==> config.mk <==
export PLATFORM = sky130hd
export DESIGN_NAME = ifetch_unit
export DESIGN_NICKNAME = d
export VERILOG_FILES = /design/src/rtl/ifetch_pkg.sv /design/src/rtl/ifetch_buf.sv /design/src/rtl/ifetch_unit.sv
export SDC_FILE = /design/constraint.sdc
export NUM_CORES = 1
export LEC_CHECK = 0
export ABC_AREA = 0
export BUFFER_PORTS_ARGS = -buffer_cell sky130_fd_sc_hd__clkbuf_2
export CORE_MARGIN = 2
export CORE_UTILIZATION = 56
export DETAILED_ROUTE_END_ITERATION = 6
export HOLD_SLACK_MARGIN = 0.03
export PLACE_DENSITY = 0.92
export SYNTH_ARGS = -nofsm -noshare
export SYNTH_HDL_FRONTEND = slang
export SYNTH_SLANG_ARGS = --single-unit
==> constraint.sdc <==
create_clock -name clk -period 12.4 [get_ports clk]
set_input_delay 0.62 -clock clk [delete_from_list [all_inputs] [get_ports clk]]
set_output_delay 0.62 -clock clk [all_outputs]
set_load 0.03 [all_outputs]
==> src/rtl/ifetch_pkg.sv <==
// Shared types for the instruction fetch unit: fetch FSM states and the
// {pc, instr} entry that travels from memory to decode.
package ifetch_pkg;

    localparam int INSTR_BYTES   = 4;
    localparam int FETCH_ADDR_W  = 64;
    localparam int FETCH_INSTR_W = 32;

    typedef enum logic [1:0] {
        IDLE   = 2'd0,
        BUSY   = 2'd1,
        SQUASH = 2'd2
    } fetch_state_t;

    // Field widths track the default ADDR_W / INSTR_W of ifetch_unit.
    typedef struct packed {
        logic [FETCH_ADDR_W-1:0]  pc;
        logic [FETCH_INSTR_W-1:0] instr;
    } fetch_entry_t;

endpackage

==> src/rtl/ifetch_buf.sv <==
// Small synchronous FIFO holding fetched {pc, instr} entries for decode.
// Push and pop may coincide; flush empties the FIFO and wins over both.
module ifetch_buf
    import ifetch_pkg::*;
#(
    parameter  int DEPTH = 2,
    localparam int AW    = $clog2(DEPTH),
    localparam int CNT_W = AW + 1
) (
    input  logic             clk,
    input  logic             reset,
    input  logic             i_push,
    input  fetch_entry_t     i_push_data,
    input  logic             i_pop,
    input  logic             i_flush,
    output fetch_entry_t     o_head,
    output logic [CNT_W-1:0] o_count,
    output logic             o_full,
    output logic             o_empty
);

    fetch_entry_t     r_mem [DEPTH];
    logic [AW-1:0]    r_rd_ptr;
    logic [AW-1:0]    r_wr_ptr;
    logic [CNT_W-1:0] r_count;

    // Pointer and occupancy bookkeeping; DEPTH is a power of two so pointers wrap naturally.
    always_ff @(posedge clk) begin
        if (reset || i_flush) begin
            r_rd_ptr <= '0;
            r_wr_ptr <= '0;
            r_count  <= '0;
        end else begin
            if (i_push) begin
                r_wr_ptr <= r_wr_ptr + AW'(1);
            end
            if (i_pop) begin
                r_rd_ptr <= r_rd_ptr + AW'(1);
            end
            case ({i_push, i_pop})
                2'b10:   r_count <= r_count + CNT_W'(1);
                2'b01:   r_count <= r_count - CNT_W'(1);
                default: r_count <= r_count;
            endcase
        end
    end

    // Entry storage; contents need no reset because occupancy gates visibility.
    always_ff @(posedge clk) begin
        if (i_push && !i_flush) begin
            r_mem[r_wr_ptr] <= i_push_data;
        end
    end

    assign o_head  = r_mem[r_rd_ptr];
    assign o_count = r_count;
    assign o_full  = (r_count == CNT_W'(DEPTH));
    assign o_empty = (r_count == '0);

endmodule

==> src/rtl/ifetch_unit.sv <==
// Instruction fetch unit: reads the PC, fetches over a single-outstanding
// req/ack handshake, buffers {pc, instr} for decode and drives the PC
// register update (PC+4 per completed fetch, or the redirect target).
// Optional build macro: IFETCH_ALIGN_CHECK_EN adds a sticky align_fault
// output that freezes fetching after a misaligned redirect target.
//
//   state  | meaning
//   IDLE   | no request outstanding; issue from pc_in when a slot is free
//   BUSY   | request outstanding at req_addr; ack pushes and may chain
//   SQUASH | outstanding request is stale; wait for ack and drop the data
module ifetch_unit
    import ifetch_pkg::*;
#(
    parameter int ADDR_W  = FETCH_ADDR_W,
    parameter int INSTR_W = FETCH_INSTR_W,
    parameter int DEPTH   = 2
) (
    input  logic               clk,
    input  logic               reset,
    input  logic [ADDR_W-1:0]  pc_in,
    output logic               pc_write,
    output logic [ADDR_W-1:0]  pc_next,
    output logic               imem_req,
    output logic [ADDR_W-1:0]  imem_addr,
    input  logic               imem_ack,
    input  logic [INSTR_W-1:0] imem_rdata,
    input  logic               redirect,
    input  logic [ADDR_W-1:0]  redirect_pc,
    output logic               id_valid,
    output logic [INSTR_W-1:0] id_instr,
    output logic [ADDR_W-1:0]  id_pc,
    input  logic               id_ready
`ifdef IFETCH_ALIGN_CHECK_EN
   ,output logic               align_fault
`endif
);

    localparam int CNT_W = $clog2(DEPTH) + 1;

    fetch_state_t     r_state;
    fetch_state_t     w_state_next;
    logic [ADDR_W-1:0] r_req_addr;
    logic [ADDR_W-1:0] w_req_addr_next;
    logic [ADDR_W-1:0] w_seq_pc;
    logic [ADDR_W-1:0] w_redirect_target;
    logic              r_imem_req;
    logic              w_push;
    logic              w_flush;
    logic              w_pop;
    logic              w_buf_full;
    logic              w_buf_empty;
    logic              w_fault_block;
    logic              w_room_issue;
    logic              w_room_chain;
    logic [CNT_W-1:0]  w_buf_count;
    logic [CNT_W-1:0]  w_occ_after_pop;
    fetch_entry_t      w_push_entry;
    fetch_entry_t      w_head;

    assign w_pop           = !w_buf_empty && id_ready;
    assign w_occ_after_pop = w_buf_count - CNT_W'(w_pop);
    // A request is only issued when its result is guaranteed a slot.
    assign w_room_issue    = !w_buf_full || w_pop;
    assign w_room_chain    = (w_occ_after_pop < CNT_W'(DEPTH - 1));
    assign w_seq_pc        = r_req_addr + ADDR_W'(INSTR_BYTES);
    assign w_push_entry    = {r_req_addr, imem_rdata};

`ifdef IFETCH_ALIGN_CHECK_EN
    logic r_align_fault;

    // Misaligned redirect target latches a fault that lasts until reset.
    always_ff @(posedge clk) begin
        if (reset) begin
            r_align_fault <= 1'b0;
        end else if (redirect && (redirect_pc[1:0] != 2'b00)) begin
            r_align_fault <= 1'b1;
        end
    end

    assign align_fault       = r_align_fault;
    assign w_fault_block     = r_align_fault;
    assign w_redirect_target = redirect_pc;
`else
    assign w_fault_block     = 1'b0;
    // Mask rather than slice so every target bit feeds the logic.
    assign w_redirect_target = redirect_pc & ~ADDR_W'(INSTR_BYTES - 1);
`endif

    // FSM state register.
    always_ff @(posedge clk) begin
        if (reset) begin
            r_state <= IDLE;
        end else begin
            r_state <= w_state_next;
        end
    end

    // FSM next-state logic; redirect outranks ack while a request is outstanding.
    always_comb begin
        w_state_next = r_state;
        case (r_state)
            IDLE: begin
                if (!redirect && !w_fault_block && w_room_issue) begin
                    w_state_next = BUSY;
                end
            end
            BUSY: begin
                if (redirect) begin
                    w_state_next = imem_ack ? IDLE : SQUASH;
                end else if (imem_ack) begin
                    w_state_next = w_room_chain ? BUSY : IDLE;
                end
            end
            SQUASH: begin
                if (imem_ack) begin
                    w_state_next = IDLE;
                end
            end
            default: w_state_next = IDLE;
        endcase
    end

    // FSM outputs: PC update, buffer push/flush and the next request address.
    always_comb begin
        pc_write        = 1'b0;
        pc_next         = '0;
        w_push          = 1'b0;
        w_flush         = 1'b0;
        w_req_addr_next = r_req_addr;
        if (!reset) begin
            if (redirect) begin
                pc_write = 1'b1;
                pc_next  = w_redirect_target;
                w_flush  = 1'b1;
            end
            case (r_state)
                IDLE: begin
                    if (!redirect && !w_fault_block && w_room_issue) begin
                        w_req_addr_next = pc_in;
                    end
                end
                BUSY: begin
                    if (!redirect && imem_ack) begin
                        w_push   = 1'b1;
                        pc_write = 1'b1;
                        pc_next  = w_seq_pc;
                        if (w_room_chain) begin
                            w_req_addr_next = w_seq_pc;
                        end
                    end
                end
                default: ;
            endcase
        end
    end

    // Registered memory request; address holds while the request is up.
    always_ff @(posedge clk) begin
        if (reset) begin
            r_req_addr <= '0;
            r_imem_req <= 1'b0;
        end else begin
            r_req_addr <= w_req_addr_next;
            r_imem_req <= (w_state_next != IDLE);
        end
    end

    assign imem_req  = r_imem_req;
    assign imem_addr = r_req_addr;

    ifetch_buf #(
        .DEPTH (DEPTH)
    ) u_buf (
        .clk         (clk),
        .reset       (reset),
        .i_push      (w_push),
        .i_push_data (w_push_entry),
        .i_pop       (w_pop),
        .i_flush     (w_flush),
        .o_head      (w_head),
        .o_count     (w_buf_count),
        .o_full      (w_buf_full),
        .o_empty     (w_buf_empty)
    );

    assign id_valid = !w_buf_empty;
    assign id_pc    = w_head.pc;
    assign id_instr = w_head.instr;

endmodule
## Word level (Yosys, flattened, before mapping)

Memory sizes are Yosys's and may differ from the RTL's. A register that Yosys moved wholly into a read port is not among the register bits.
Index checks and enable logic that the tools add are counted.

- Memories kept: 1
- Memory bits (writable): 192
- Input bits: 165
- Flip-flop bits (word level): 71
- Output and inout port bits: 227
- Latch bits: 0
- Logic and storage cells: 66
- ROM bits: 0

- Bitwise logic cells: 0
- $add $sub $neg: 6
- Divide/modulo/power cells: 0
- Muxes and demuxes: 28
- $mul: 0
- Shift-type cells: 0
- Equal/unequal tests: 8
- Reductions and logical operators: 16
- $lt $le $gt $ge: 1

Memories:

| memory | depth | bits a word | rd ports | clocked after Yosys merged registers in | wr ports | RTL line | text |
|---|---|---|---|---|---|---|---|
| u_buf.r_mem | 2 | 96 | 1 | 1 | 1 | ifetch_buf.sv:22 | `fetch_entry_t r_mem [DEPTH];` |

Operators by type and width:

| operator | count |
|---|---|
| $mux W64 | 7 |
| $pmux W64 S2 | 1 |
| $add A64 B3 Y64 const B | 1 |
| $mux W1 | 13 |
| $mux W2 | 5 |
| $eq A2 B2 Y1 const B | 3 |
| $ne A2 B2 Y1 const B | 3 |
| $pmux W2 S3 | 1 |
| $reduce_bool A2 Y1 | 3 |
| $eq A2 B1 Y1 const B | 2 |
| $logic_and A1 B1 Y1 | 4 |
| $logic_not A1 Y1 | 4 |
| $logic_not A2 Y1 | 2 |
| $pmux W2 S2 | 1 |
| $reduce_and A4 Y1 | 1 |
| $add A1 B1 Y1 const B | 2 |
| $add A2 B1 Y2 const B | 1 |
| $logic_or A1 B1 Y1 | 2 |
| $lt A2 B1 Y1 const B | 1 |
| $sub A2 B1 Y2 | 1 |
| $sub A2 B1 Y2 const B | 1 |

## Depth between registers and ports, before layout

Gate-level depths: netlist (run 1).

- Word-level depth: 10
- Depth in mapped cells: 11
- Depth with buffers taken out: 9

## Cells and area by module

Synthesis (run 1) repeated with hierarchy kept, for this count alone.

- Cells, all modules: 1180
- Area total of the unflattened synthesis: 12942.4 µm²

By module, submodules not included:

| module | cells each | area each (µm²) | sequential area each (µm²) | instances |
|---|---|---|---|---|
| ifetch_buf | 321 | 7126.8 | 5865.6 | 1 |
| ifetch_unit | 859 | 5815.6 | 1341.3 | 1 |

## Least setup slack after synthesis (run 1)

OpenSTA, ideal clock, no wires.

- Path kind: input to register
- Start: input port imem_ack
- End: memory u_buf.r_mem[0][0] (netlist name), enable pin
- Library setup time: 0.552 ns
- Arrival: 5.495 ns
- Buffers on the path: 2
- Setup slack: 6.354 ns
- Stages on the path: 6
- Data required time: 11.848 ns
- Path through: nor2b_1 and2_1 clkbuf_1 nand2_1 clkbuf_1 nor2_1

- Longest elaborated chain between the ends: 7

Ends and longest elaborated chain:

| what | RTL line | text |
|---|---|---|
| from (decl) | ifetch_unit.sv:25 | `input logic imem_ack,` |
| $logic_and A1 B1 Y1 | ifetch_unit.sv:143 | `if (!redirect && imem_ack) begin` |
| $mux W1 | ifetch_unit.sv:143 |  |
| $mux W1 | ifetch_unit.sv:136 | `case (r_state)` |
| $mux W1 | ifetch_unit.sv:130 | `if (!reset) begin` |
| $logic_and A1 B1 Y1 | ifetch_buf.sv:50 | `if (i_push && !i_flush) begin` |
| $mux W1 | ifetch_buf.sv:50 |  |
| $mux W1 (implied by the code) | ifetch_buf.sv:51 | `r_mem[r_wr_ptr] <= i_push_data;` |
| to (decl) | ifetch_buf.sv:22 |  |

No other way between the ends.

## Worst setup path after layout (run 1)

- Start: register r_req_addr[2] (netlist: imem_addr[2])
- End: output port pc_next[48]

- Longest elaborated chain between the ends: 4

Ends and longest elaborated chain:

| what | RTL line | text |
|---|---|---|
| from (decl) | ifetch_unit.sv:42 | `logic [ADDR_W-1:0] r_req_addr;` |
| from (signal assigned) | ifetch_unit.sv:163 | `r_req_addr <= w_req_addr_next;` |
| $add A64 B3 Y64 | ifetch_unit.sv:65 | `assign w_seq_pc = r_req_addr + ADDR_W'(INSTR_BYTES);` |
| $mux W64 | ifetch_unit.sv:143 |  |
| $mux W64 | ifetch_unit.sv:136 |  |
| $mux W64 | ifetch_unit.sv:130 |  |
| to (decl) | ifetch_unit.sv:22 | `output logic [ADDR_W-1:0] pc_next,` |

No other way between the ends.

==> out/qor.csv, run 1 <==
stage,metric,value,unit
placed_design,io_buffer_count,389,
synth,syn_avg_cell_area,10.91,sq um
cts,post_cts_buffers,0,
finish,layout_common_cells,"clkbuf_2, edfxtp_1, nand2_1",
worst_setup_path,critPathCaptureType,output pin,
die,core,22570,sq um
die,rows,55,
finish,nNetsFinal,1683,
global_routing,grt_first_pass_wirelength,60.79,mm
min_path,min_to,u_buf.r_mem[0][9]$_DFFE_PP_,
outcome,status,"finished, final reports clean",
pwr,power,2119,uW
placed_design,hpwl,27.90,mm
sta,fmax,198.2,MHz
die,ioPinCount,392,
die,die_x,155.3,um
cts,ctsHoldBuffers,0,
worst_setup_path,crit_fanout,10,
detailed_routing,wire_per_inst,22.45,um
detailed_routing,drc,0,
cts,cts_tree,built,
cts,clk_pin_slew,70,ps
sta,finalHoldViolations,0,
finish,layout.cells.most_common,clkbuf_2,
worst_setup_path,worstPathRequired,11780,ps
sta,setup_viol,0,
die,start_util,56.77,%
sta,finalClockSkew,18.98,ps
cts,clk_latency,540,ps
worst_setup_path,r2r_start,r_state[0]$_SDFF_PP0_,
worst_setup_path,reg2regPathDepth,6,
global_routing,antenna_found_initial,5,
global_routing,grt-ovfl-total,0,
detailed_routing,drtAntennaViolNets,0,
placed_design,place_area,14940,sq um
pwr,p_leak,0.006053,uW
sta,period_needed,5046,ps
sta,hold_slack,262.7,ps
global_routing,grt_max_degree,104,
pwr,p_per_area,133.5,nW/um^2
finish,final_util,70.34,%
cts,h-tree-depth,1,
detailed_routing,routed_wl,40.93,mm
synth,synthArstFlopShare,0,%
die,die_h,155.3,um
finish,area_growth,23.91,%
finish,drive_gt1_share,36.52,%
detailed_routing,first_pass_iters,7,
synth,syn_area,12810,sq um
placed_design,place_congestion,0.9383,
global_routing,grt_pass1_vias,10830,
synth,ys_warn_count,0,
min_path,hold_class,in2reg,
flow_run,maxCapViolations,0,
worst_setup_path,rr_endpoint,u_buf.r_mem[1][43]$_DFFE_PP_,
synth,yosysSeqAreaShare,56.24,%
pwr,ir_worst_vdd,0.1016,mV
worst_setup_path,r2r_slack,7750,ps
min_path,holdPathStages,1,
cts,numCtsBuffers,27,
cts,cts_buffer_depth,3,
detailed_routing,vias,11350,
cts,post_cts_resize_count,0,
worst_setup_path,worstPathArrival,4430,ps
cts,cts_root_buffer,clkbuf_16,
synth,synthFlopType,edfxtp_1,
synth,synth-edff-count,192,
global_routing,grtUsageTotal,32.60,%
finish,fin_area,15880,sq um
sta,fin_crit_sh,40.69,%
cts,clock-sinks,264,
sta,rsz0062_at_grt,no,
sta,finalMaxSlewViolations,0,
sta,slew_headroom,12.68,%
synth,yosysUniqueCellTypes,58,
synth,syn_inst,1174,
worst_setup_path,cp-start-kind,register,
worst_setup_path,crit_type,reg2out,
detailed_routing,viasPerCell,6.226,
min_path,min_from,imem_rdata[9],
detailed_routing,first_iter_violations,1083,
sta,tns,0,ps
synth,synth-seq-cells,264,
sta,worstMarginPinSlew,1298,ps
synth,syn_nets,1342,
die,fp.dieArea,24110,sq um
[flip-flops by register name, indices dropped and copies added, names as in the netlist, named ones only]
| name | count |
|---|---|
| u_buf.r_mem | 192 |
| imem_addr | 64 |
| r_state | 2 |
| u_buf.o_count | 2 |
| imem_req | 1 |
| u_buf.r_rd_ptr | 1 |
| u_buf.r_wr_ptr | 1 |
[final cells by class]
cell class,count,area (sq um)
repair buffers,401,2037
inverters,13,48.80
well taps,285,356.6
diodes,2,5.005
multi-input cells,808,5285
fillers,1546,6694
clock buffers,34,742.0
flip-flops and latches,264,7211
clock inverters,16,192.7
[through the flow]
stage / instances / worst slack [ps]
floorplan: 1174 / 6354
finish: 1823 / 7354
global placement: 1771 / 7942
global route: 1821 / 7336
CTS: 1821 / 7500
detailed placement: 1771 / 7805
[layer usage]
layer / routed length, um / vias up / GRT usage, % / part of all wire (%)
met5: 13 / - / 0 / 0.032
met4: 1934 / 2 / 14.20 / 4.7
met3: 4619 / 146 / 7.493 / 11
met2: 19560 / 777 / 54.90 / 48
met1: 14800 / 5356 / 40.52 / 36
li1: - / 5069 / - / -
[critical path, cell delays in order (launching register included)]
cell      delay, ps
dfxtp_1         680
ha_1            370
and4_1          430
nand3_1         350
nor4_1         1050
nand4_1         350
xor2_1          240
o21ai_0         150
clkbuf_2        250
[worst max path at each step]
stage / from / endpoint / slack, ps / depth (start not counted)
final: imem_addr[2]$_SDFFE_PP0P_ / pc_next[48] / 7350 / 8
after global routing: imem_addr[2]$_SDFFE_PP0P_ / pc_next[48] / 7340 / 8
after CTS: imem_addr[2]$_SDFFE_PP0P_ / pc_next[48] / 7500 / 8
after detailed placement: r_state[0]$_SDFF_PP0_ / u_buf.r_mem[1][53]$_DFFE_PP_ / 7800 / 6
after global placement: r_state[0]$_SDFF_PP0_ / u_buf.r_mem[0][19]$_DFFE_PP_ / 7940 / 6
after floorplan: imem_ack / u_buf.r_mem[0][0]$_DFFE_PP_ / 6350 / 6
[cell usage after synthesis (all sizes together), types with 5 or more instances]
master,n,share of area (%)
nor2,80,2.3
and4,9,0.62
o41ai,6,0.41
a22o,12,0.82
or2,5,0.24
a22oi,21,1.2
nor3,25,0.98
nand2,142,4.2
and2,8,0.39
a32o,10,0.78
nand3,39,1.6
o31ai,8,0.47
xor2,24,1.6
clkbuf,76,2.2
a21o,7,0.41
nor4,15,0.78
or4,7,0.50
xnor2,42,2.9
buf,13,0.55
nand4,30,1.5
a31oi,16,0.78
mux2,97,8.5
o21ai,94,3.7
o32ai,6,0.41
a21oi,32,1.2
inv,12,0.35
dfxtp,72,11
mux2i,5,0.39
or3,12,0.59
and3,21,1.0
edfxtp,192,45
[cells by family (layout without fill, tap and decap cells)]
family	Yosys count	in the layout	share of synthesized area, %
buf+inv	102	464	3.164
flops	264	264	56.24
xor+xnor	66	66	4.511
simple gates	401	401	15.11
mux	102	102	8.915
other cells	0	2	0
compound gates	236	236	11.77
fa+ha+maj	3	3	0.2930
[where the power goes]
group	total, uW	internal, uW	switching, uW
Sequential	1020	970	48.8
Combinational	245	83.5	161
Clock	856	509	347
Total	2120	1560	557
Note: power is estimated with default switching activity, not from simulation.
==> run 2, diff against run 1 <==
Settings changed: CORE_UTILIZATION 56 to 47, PLACE_DENSITY 0.92 to 0.83.
Clock period 12.4 ns to 4.15 ns, I/O delays scaled along.
==> run 2 against run 1 <==
Power increased to 3.0 times the previous value. Final cell count increased by 9.1%. Largest cell class unchanged. Setup slack got worse by 7300 ps. Register-to-register slack got worse by 6800 ps. Clock skew decreased by 7.8 ps. Critical endpoint is now pc_next[32]. Combinational power increased to 3.4 times the previous value.
==> out/qor.csv, run 2 (synthesis gave the netlist of run 1 again) <==
stage,metric,value,unit,change
outcome,status,"finished, final reports clean",,unchanged
cts,post_cts_buffers,0,,unchanged
finish,largest-register,u_buf.r_mem,,unchanged
detailed_routing,first_iter_violations,1181,,"was 1,083"
sta,tns,0,ps,unchanged
pwr,clkPwrFrac,40.1,%,was 40.4%
die,rows,60,,was 55
finish,nFillCells,2080,,"was 1,546"
cts,clock-sinks,264,,unchanged
global_routing,grt_most_used_layer,met2,,unchanged
die,start_util,47.68,%,was 56.77%
pwr,p_per_area,378.7,nW/um^2,was 133.5 nW/um^2
global_routing,grt_max_degree,70,,was 104
cts,cts_root_buffer,clkbuf_16,,unchanged
sta,rsz0062_at_grt,yes,,was no
global_routing,met1_usage,36.58,%,was 40.52%
sta,finalMaxSlewViolations,0,,unchanged
sta,worstMarginPinSlew,915.2,ps,was 1298 ps
worst_setup_path,critPathMaxStageDelay,620,ps,was 1050 ps
finish,area_growth,32.85,%,was 23.91%
sta,fmax,247.1,MHz,
worst_setup_path,crit_type,reg2out,,unchanged
sta,slew_headroom,38.76,%,was 12.68%
cts,clk_pin_slew,60,ps,was 70 ps
detailed_routing,first_pass_iters,5,,was 7
detailed_routing,viasPerCell,5.880,,was 6.226
worst_setup_path,cp_cell_sequence,"ha_1, and4_1, nand3_1, nor2_2, and4_1, xnor2_1, o21ai_0, clkbuf_2",,"was ha_1, and4_1, nand3_1, nor4_1, nand4_1, xor2_1, o21ai_0, clkbuf_2"
cts,clk_latency,570,ps,was 540 ps
detailed_routing,wire_per_inst,21.70,um,was 22.45 um
placed_design,place_congestion,0.9007,,was 0.9383
sta,setup_viol,0,,unchanged
cts,cts_buffer_depth,3,,unchanged
cts,numCtsBuffers,29,,was 27
flow_run,maxCapViolations,0,,unchanged
global_routing,grt_use_met2,48.52,%,was 54.90%
detailed_routing,routed_wl,43.15,mm,was 40.93 mm
pwr,ir_worst_vdd,0.2633,mV,was 0.1016 mV
sta,setup_slack,102.4,ps,was 7354 ps
global_routing,antenna_found_initial,2,,was 5
cts,cts_tree,built,,unchanged
die,core,26880,sq um,"was 22,570 sq um"
sta,finalHoldViolations,0,,unchanged
placed_design,io_buffer_count,389,,unchanged
worst_setup_path,critPathMostFrequentCell,and4_1,,
global_routing,met3_usage,6.126,%,was 7.493%
worst_setup_path,cp_num_buf_inv,1,,unchanged
pwr,seq_power_share,47.0,%,was 48.1%
detailed_routing,drtAntennaViolNets,0,,unchanged
finish,finalNonFillerCells,1989,,"was 1,823"
global_routing,grt_pass1_vias,11380,,"was 10,830"
placed_design,dpl_worst_slack,721.9,ps,was 7805 ps
finish,largest_reg_flops,192,,unchanged
finish,register_area,7211,sq um,unchanged
die,die_h,169.1,um,was 155.3 um
placed_design,hpwl,29.16,mm,was 27.90 mm
worst_setup_path,crit_fanout,10,,unchanged
die,die_x,169.1,um,was 155.3 um
pwr,p_leak,0.006511,uW,was 0.006053 uW
worst_setup_path,crit_family,simple AND/OR/NAND/NOR gates,,unchanged
global_routing,grt_first_pass_wirelength,64.14,mm,was 60.79 mm
worst_setup_path,worstPathRequired,3940,ps,"was 11,780 ps"
sta,period_needed,4048,ps,
worst_setup_path,critPathCaptureType,output pin,,unchanged
die,fp.dieArea,28600,sq um,"was 24,110 sq um"
placed_design,place_inst,1845,,"was 1,771"
sta,finalClockSkew,11.15,ps,was 18.98 ps
worst_setup_path,cp-start-kind,register,,unchanged
pwr,p_int,4711,uW,was 1562 uW
detailed_routing,vias,11700,,"was 11,350"
finish,layout.cells.most_common,clkbuf_2,,unchanged
global_routing,grtUsageTotal,28.84,%,was 32.60%
pwr,power_switching,1735,uW,was 556.7 uW
detailed_routing,drc,0,,unchanged
sta,fin_crit_sh,97.53,%,
cts,h-tree-depth,1,,unchanged
min_path,hold_class,in2reg,,unchanged
pwr,p_comb_share,12.8,%,was 11.5%
pwr,p_sw_share,26.92,%,was 26.27%
die,ioPinCount,392,,unchanged
finish,nNetsFinal,1790,,"was 1,683"
worst_setup_path,crit_slowest_cell,dfxtp_1,,was nor4_1
worst_setup_path,worstPathArrival,3840,ps,was 4430 ps
finish,drive_gt1_share,35.28,%,was 36.52%
finish,multi_input_area,5288,sq um,was 5285 sq um
finish,layout_common_cells,"clkbuf_2, edfxtp_1, nand2_1",,unchanged
global_routing,grt-ovfl-total,0,,unchanged
run 2: changes by cell type in the layout (fill, tap and decap cells not counted), moves of 3 or more:
| cell | previous run | this run |
|---|---|---|
| clkinv_1 | 6 | 3 |
| clkbuf_8 | 4 | 1 |
| buf_12 | 0 | 4 |
| inv_6 | 3 | 0 |
| dlygate4sd3_1 | 0 | 87 |
| clkbuf_1 | 3 | 9 |
| buf_4 | 12 | 26 |
run 2: repair_timing:
item	in CTS	in global routing
endpoints found under the hold margin	123	0
hold buffers	87	0
gates resized for setup	0	1
setup endpoints to repair	0	4
run 2: worst paths after layout:
check                                                   start                    endpoint  slack, ps  depth (start not counted)
worst min-delay path                                pc_in[12]  imem_addr[12]$_SDFFE_PP0P_         40                          4
worst min register to register    u_buf.r_rd_ptr$_SDFFE_PP0P_                    register        550                          2
worst max-delay path                imem_addr[2]$_SDFFE_PP0P_                 pc_next[32]        100                          8
worst max register to register  u_buf.o_count[0]$_SDFFE_PP0P_  imem_addr[19]$_SDFFE_PP0P_        910                          8
run 2: final cells by class:
cell class	count	share of cell area (%)
clock inverters	14	1.014
well taps	341	2.506
clock buffers	39	4.542
diodes	4	0.05880
repair buffers	506	18.17
multi-input cells	808	31.06
flip-flops and latches	264	42.36
inverters	13	0.2867
run 2: metrics by stage:
step	power (uW)	hold WS (ps)	instance area [sq um]	util, %
6_report	6446	44.31	17020	63.34
5_1_grt	6641	56.03	17020	63.31
4_1_cts	6470	30.23	17010	63.29
3_5_place_dp	3829	400.3	15190	56.53
2_1_floorplan	3512	294.6	12820	-
3_3_place_gp	3803	396.7	15190	56.53
run 2: power groups by stage:
stage / Combinational [uW] / Clock (uW) / Sequential (uW)
after floorplan: 391 / 0 / 3120
after global placement: 727 / 0 / 3080
after detailed placement: 744 / 0 / 3080
after CTS: 817 / 2620 / 3030
after global routing: 883 / 2710 / 3040
final: 828 / 2590 / 3030
run 2: metal layers:
metal	vias to the layer above	wire, um	share of wire [%]
met5	-	11	0.025
met1	5648	17280	40
li1	5285	-	-
met2	645	20600	48
met3	115	3671	8.5
met4	2	1591	3.7
run 2: worst register-to-register path, cell delays in order (launching register included):
cell and delay [ps]:
dfxtp_1 430, nor2_1 90, a2111oi_2 670, buf_4 460, a2bb2oi_4 640, buf_4 420, o21ai_0 150, a22oi_1 210
nor2_1 50
==> run 3, diff against run 2 <==
Clock period 4.15 ns to 3.6 ns, I/O delays scaled along.
==> run 3 against run 2 <==
Setup slack better by 8.6 ps. Final cell count increased by 0.80%. Register-to-register slack worse by 100 ps. Flip-flop and latch count stayed put. Sequential share of layout area shrank 0.33 points. Largest cell class unchanged. Global-route usage is essentially flat. Wire length shrank 0.14%. Die area did not move.
==> out/qor.csv, run 3 (synthesis gave the netlist of run 1 again) <==
stage,metric,value,unit,change
outcome,status,"finished, final reports clean",,unchanged
sta,fin_crit_sh,96.92,%,
worst_setup_path,crit_fanout,10,,unchanged
pwr,ir_worst_vdd,0.4000,mV,was 0.2633 mV
global_routing,grt_most_used_layer,met2,,unchanged
die,core,26880,sq um,unchanged
cts,h-tree-depth,1,,unchanged
global_routing,grt_first_pass_wirelength,64.05,mm,was 64.14 mm
detailed_routing,first_iter_violations,1226,,"was 1,181"
min_path,hold_class,in2reg,,unchanged
worst_setup_path,cp_cell_sequence,"and4_2, nand4_1, or4_4, or4_4, xor2_2, o21ai_0, clkbuf_2",,"was ha_1, and4_1, nand3_1, nor2_2, and4_1, xnor2_1, o21ai_0, clkbuf_2"
finish,largest-register,u_buf.r_mem,,unchanged
detailed_routing,drc,0,,unchanged
sta,slew_headroom,42.82,%,was 38.76%
global_routing,grt_use_met2,49.09,%,was 48.52%
finish,largest_reg_flops,192,,unchanged
global_routing,grt_max_degree,66,,was 70
worst_setup_path,critPathMaxStageDelay,580,ps,was 620 ps
placed_design,place_congestion,0.9659,,was 0.9007
finish,drive_gt1_share,37.45,%,was 35.28%
finish,final_util,63.98,%,was 63.34%
die,fp.dieArea,28600,sq um,unchanged
cts,clk_pin_slew,70,ps,was 60 ps
detailed_routing,drtAntennaViolNets,0,,unchanged
cts,cts_tree,built,,unchanged
global_routing,grt-ovfl-total,0,,unchanged
global_routing,antenna_found_initial,4,,was 2
sta,hold_slack,53.05,ps,was 44.31 ps
cts,clk_latency,550,ps,was 570 ps
die,die_h,169.1,um,unchanged
worst_setup_path,worstPathArrival,3310,ps,was 3840 ps
worst_setup_path,crit_type,reg2out,,unchanged
cts,clock-sinks,264,,unchanged
die,die_x,169.1,um,unchanged
finish,nNetsFinal,1809,,"was 1,790"
die,start_util,47.68,%,unchanged
sta,finalHoldViolations,0,,unchanged
worst_setup_path,critPathCaptureType,output pin,,unchanged
finish,finalNonFillerCells,2005,,"was 1,989"
detailed_routing,first_pass_iters,6,,was 5
detailed_routing,vias,11870,,"was 11,700"
detailed_routing,routed_wl,43.09,mm,was 43.15 mm
sta,fmax,286.6,MHz,
worst_setup_path,cp-start-kind,register,,unchanged
finish,area_growth,34.19,%,was 32.85%
global_routing,met1_usage,36.66,%,was 36.58%
cts,numCtsBuffers,28,,was 29
worst_setup_path,critPathMostFrequentCell,or4_4,,was and4_1
die,ioPinCount,392,,unchanged
global_routing,grtUsageTotal,28.83,%,was 28.84%
pwr,power,7337,uW,was 6446 uW
sta,finalMaxSlewViolations,0,,unchanged
worst_setup_path,worstPathRequired,3420,ps,was 3940 ps
sta,finalClockSkew,12.36,ps,was 11.15 ps
finish,layout_common_cells,"clkbuf_2, edfxtp_1, nand2_1",,unchanged
placed_design,dpl_worst_slack,466.9,ps,was 721.9 ps
die,rows,60,,unchanged
placed_design,io_buffer_count,389,,unchanged
detailed_routing,viasPerCell,5.918,,was 5.880
cts,cts_root_buffer,clkbuf_16,,unchanged
detailed_routing,wire_per_inst,21.49,um,was 21.70 um
pwr,p_leak,0.006650,uW,was 0.006511 uW
global_routing,met3_usage,5.752,%,was 6.126%
global_routing,grt_pass1_vias,11380,,about the same
sta,period_needed,3489,ps,
sta,setup_slack,111.0,ps,was 102.4 ps
worst_setup_path,crit_slowest_cell,dfxtp_1,,unchanged
cts,cts_buffer_depth,3,,unchanged
pwr,p_per_area,426.7,nW/um^2,was 378.7 nW/um^2
finish,layout.cells.most_common,clkbuf_2,,unchanged
sta,worstMarginPinSlew,855.8,ps,was 915.2 ps
placed_design,hpwl,29.24,mm,was 29.16 mm
placed_design,place_inst,1862,,"was 1,845"
sta,rsz0062_at_grt,no,,was yes
sta,setup_viol,0,,unchanged
flow_run,maxCapViolations,0,,unchanged
run 3: cell type report:
type,instances,area [sq um]
multi-input combinational,808,5335
timing repair buffer,526,3246
fill,2057,9682
tap,341,426.7
sequential,264,7226
clock inverter,17,175.2
clock buffer,33,729.5
antenna,3,7.507
inverter,13,48.80
run 3: worst paths after layout:
check        cells after the start                       start                    endpoint  slack [ps]
max                              7  imem_addr[19]$_SDFFE_PP0P_                 pc_next[41]         110
min                              4                   pc_in[12]  imem_addr[12]$_SDFFE_PP0P_          50
max reg2reg                      6  imem_addr[19]$_SDFFE_PP0P_  imem_addr[41]$_SDFFE_PP0P_         810
min reg2reg                      2  imem_addr[13]$_SDFFE_PP0P_  imem_addr[13]$_SDFFE_PP0P_         520
run 3: metrics by stage:
stage	TNS, ps	cell area (sq um)
6_report	0	17190
5_1_grt	0	17190
4_1_cts	0	17120
3_5_place_dp	0	15320
3_3_place_gp	0	15320
2_1_floorplan	-138250	12820
run 3: critical path, delay by kind of cell (launching register included):
family / cells / cell delay, ps
and+or+nand+nor: 4 / 1600
AOI/OAI and AO/OA: 1 / 150
buffers and inverters: 1 / 230
xor gates and xnor gates: 1 / 200
DFF: 1 / 580
run 3: routing by layer:
metal | vias to the layer above | routed length, um
met1 | 5690 | 16930
met3 | 121 | 3868
met5 | - | 26
met2 | 733 | 20720
li1 | 5317 | -
met4 | 4 | 1542
run 3: repair_timing:
item                       CTS  global route
pin swaps                    1             1
hold buffers                88             0
buffers inserted             1             1
resized for setup            4            20
hold endpoints to repair   124             0
setup endpoints to repair    8            17
run 3: report_power, final:
| part | total (uW) | switching [uW] | internal, uW |
|---|---|---|---|
| registers | 3470 | 123 | 3340 |
| clock network | 2870 | 1200 | 1660 |
| logic | 1010 | 630 | 376 |
| total | 7340 | 1960 | 5380 |
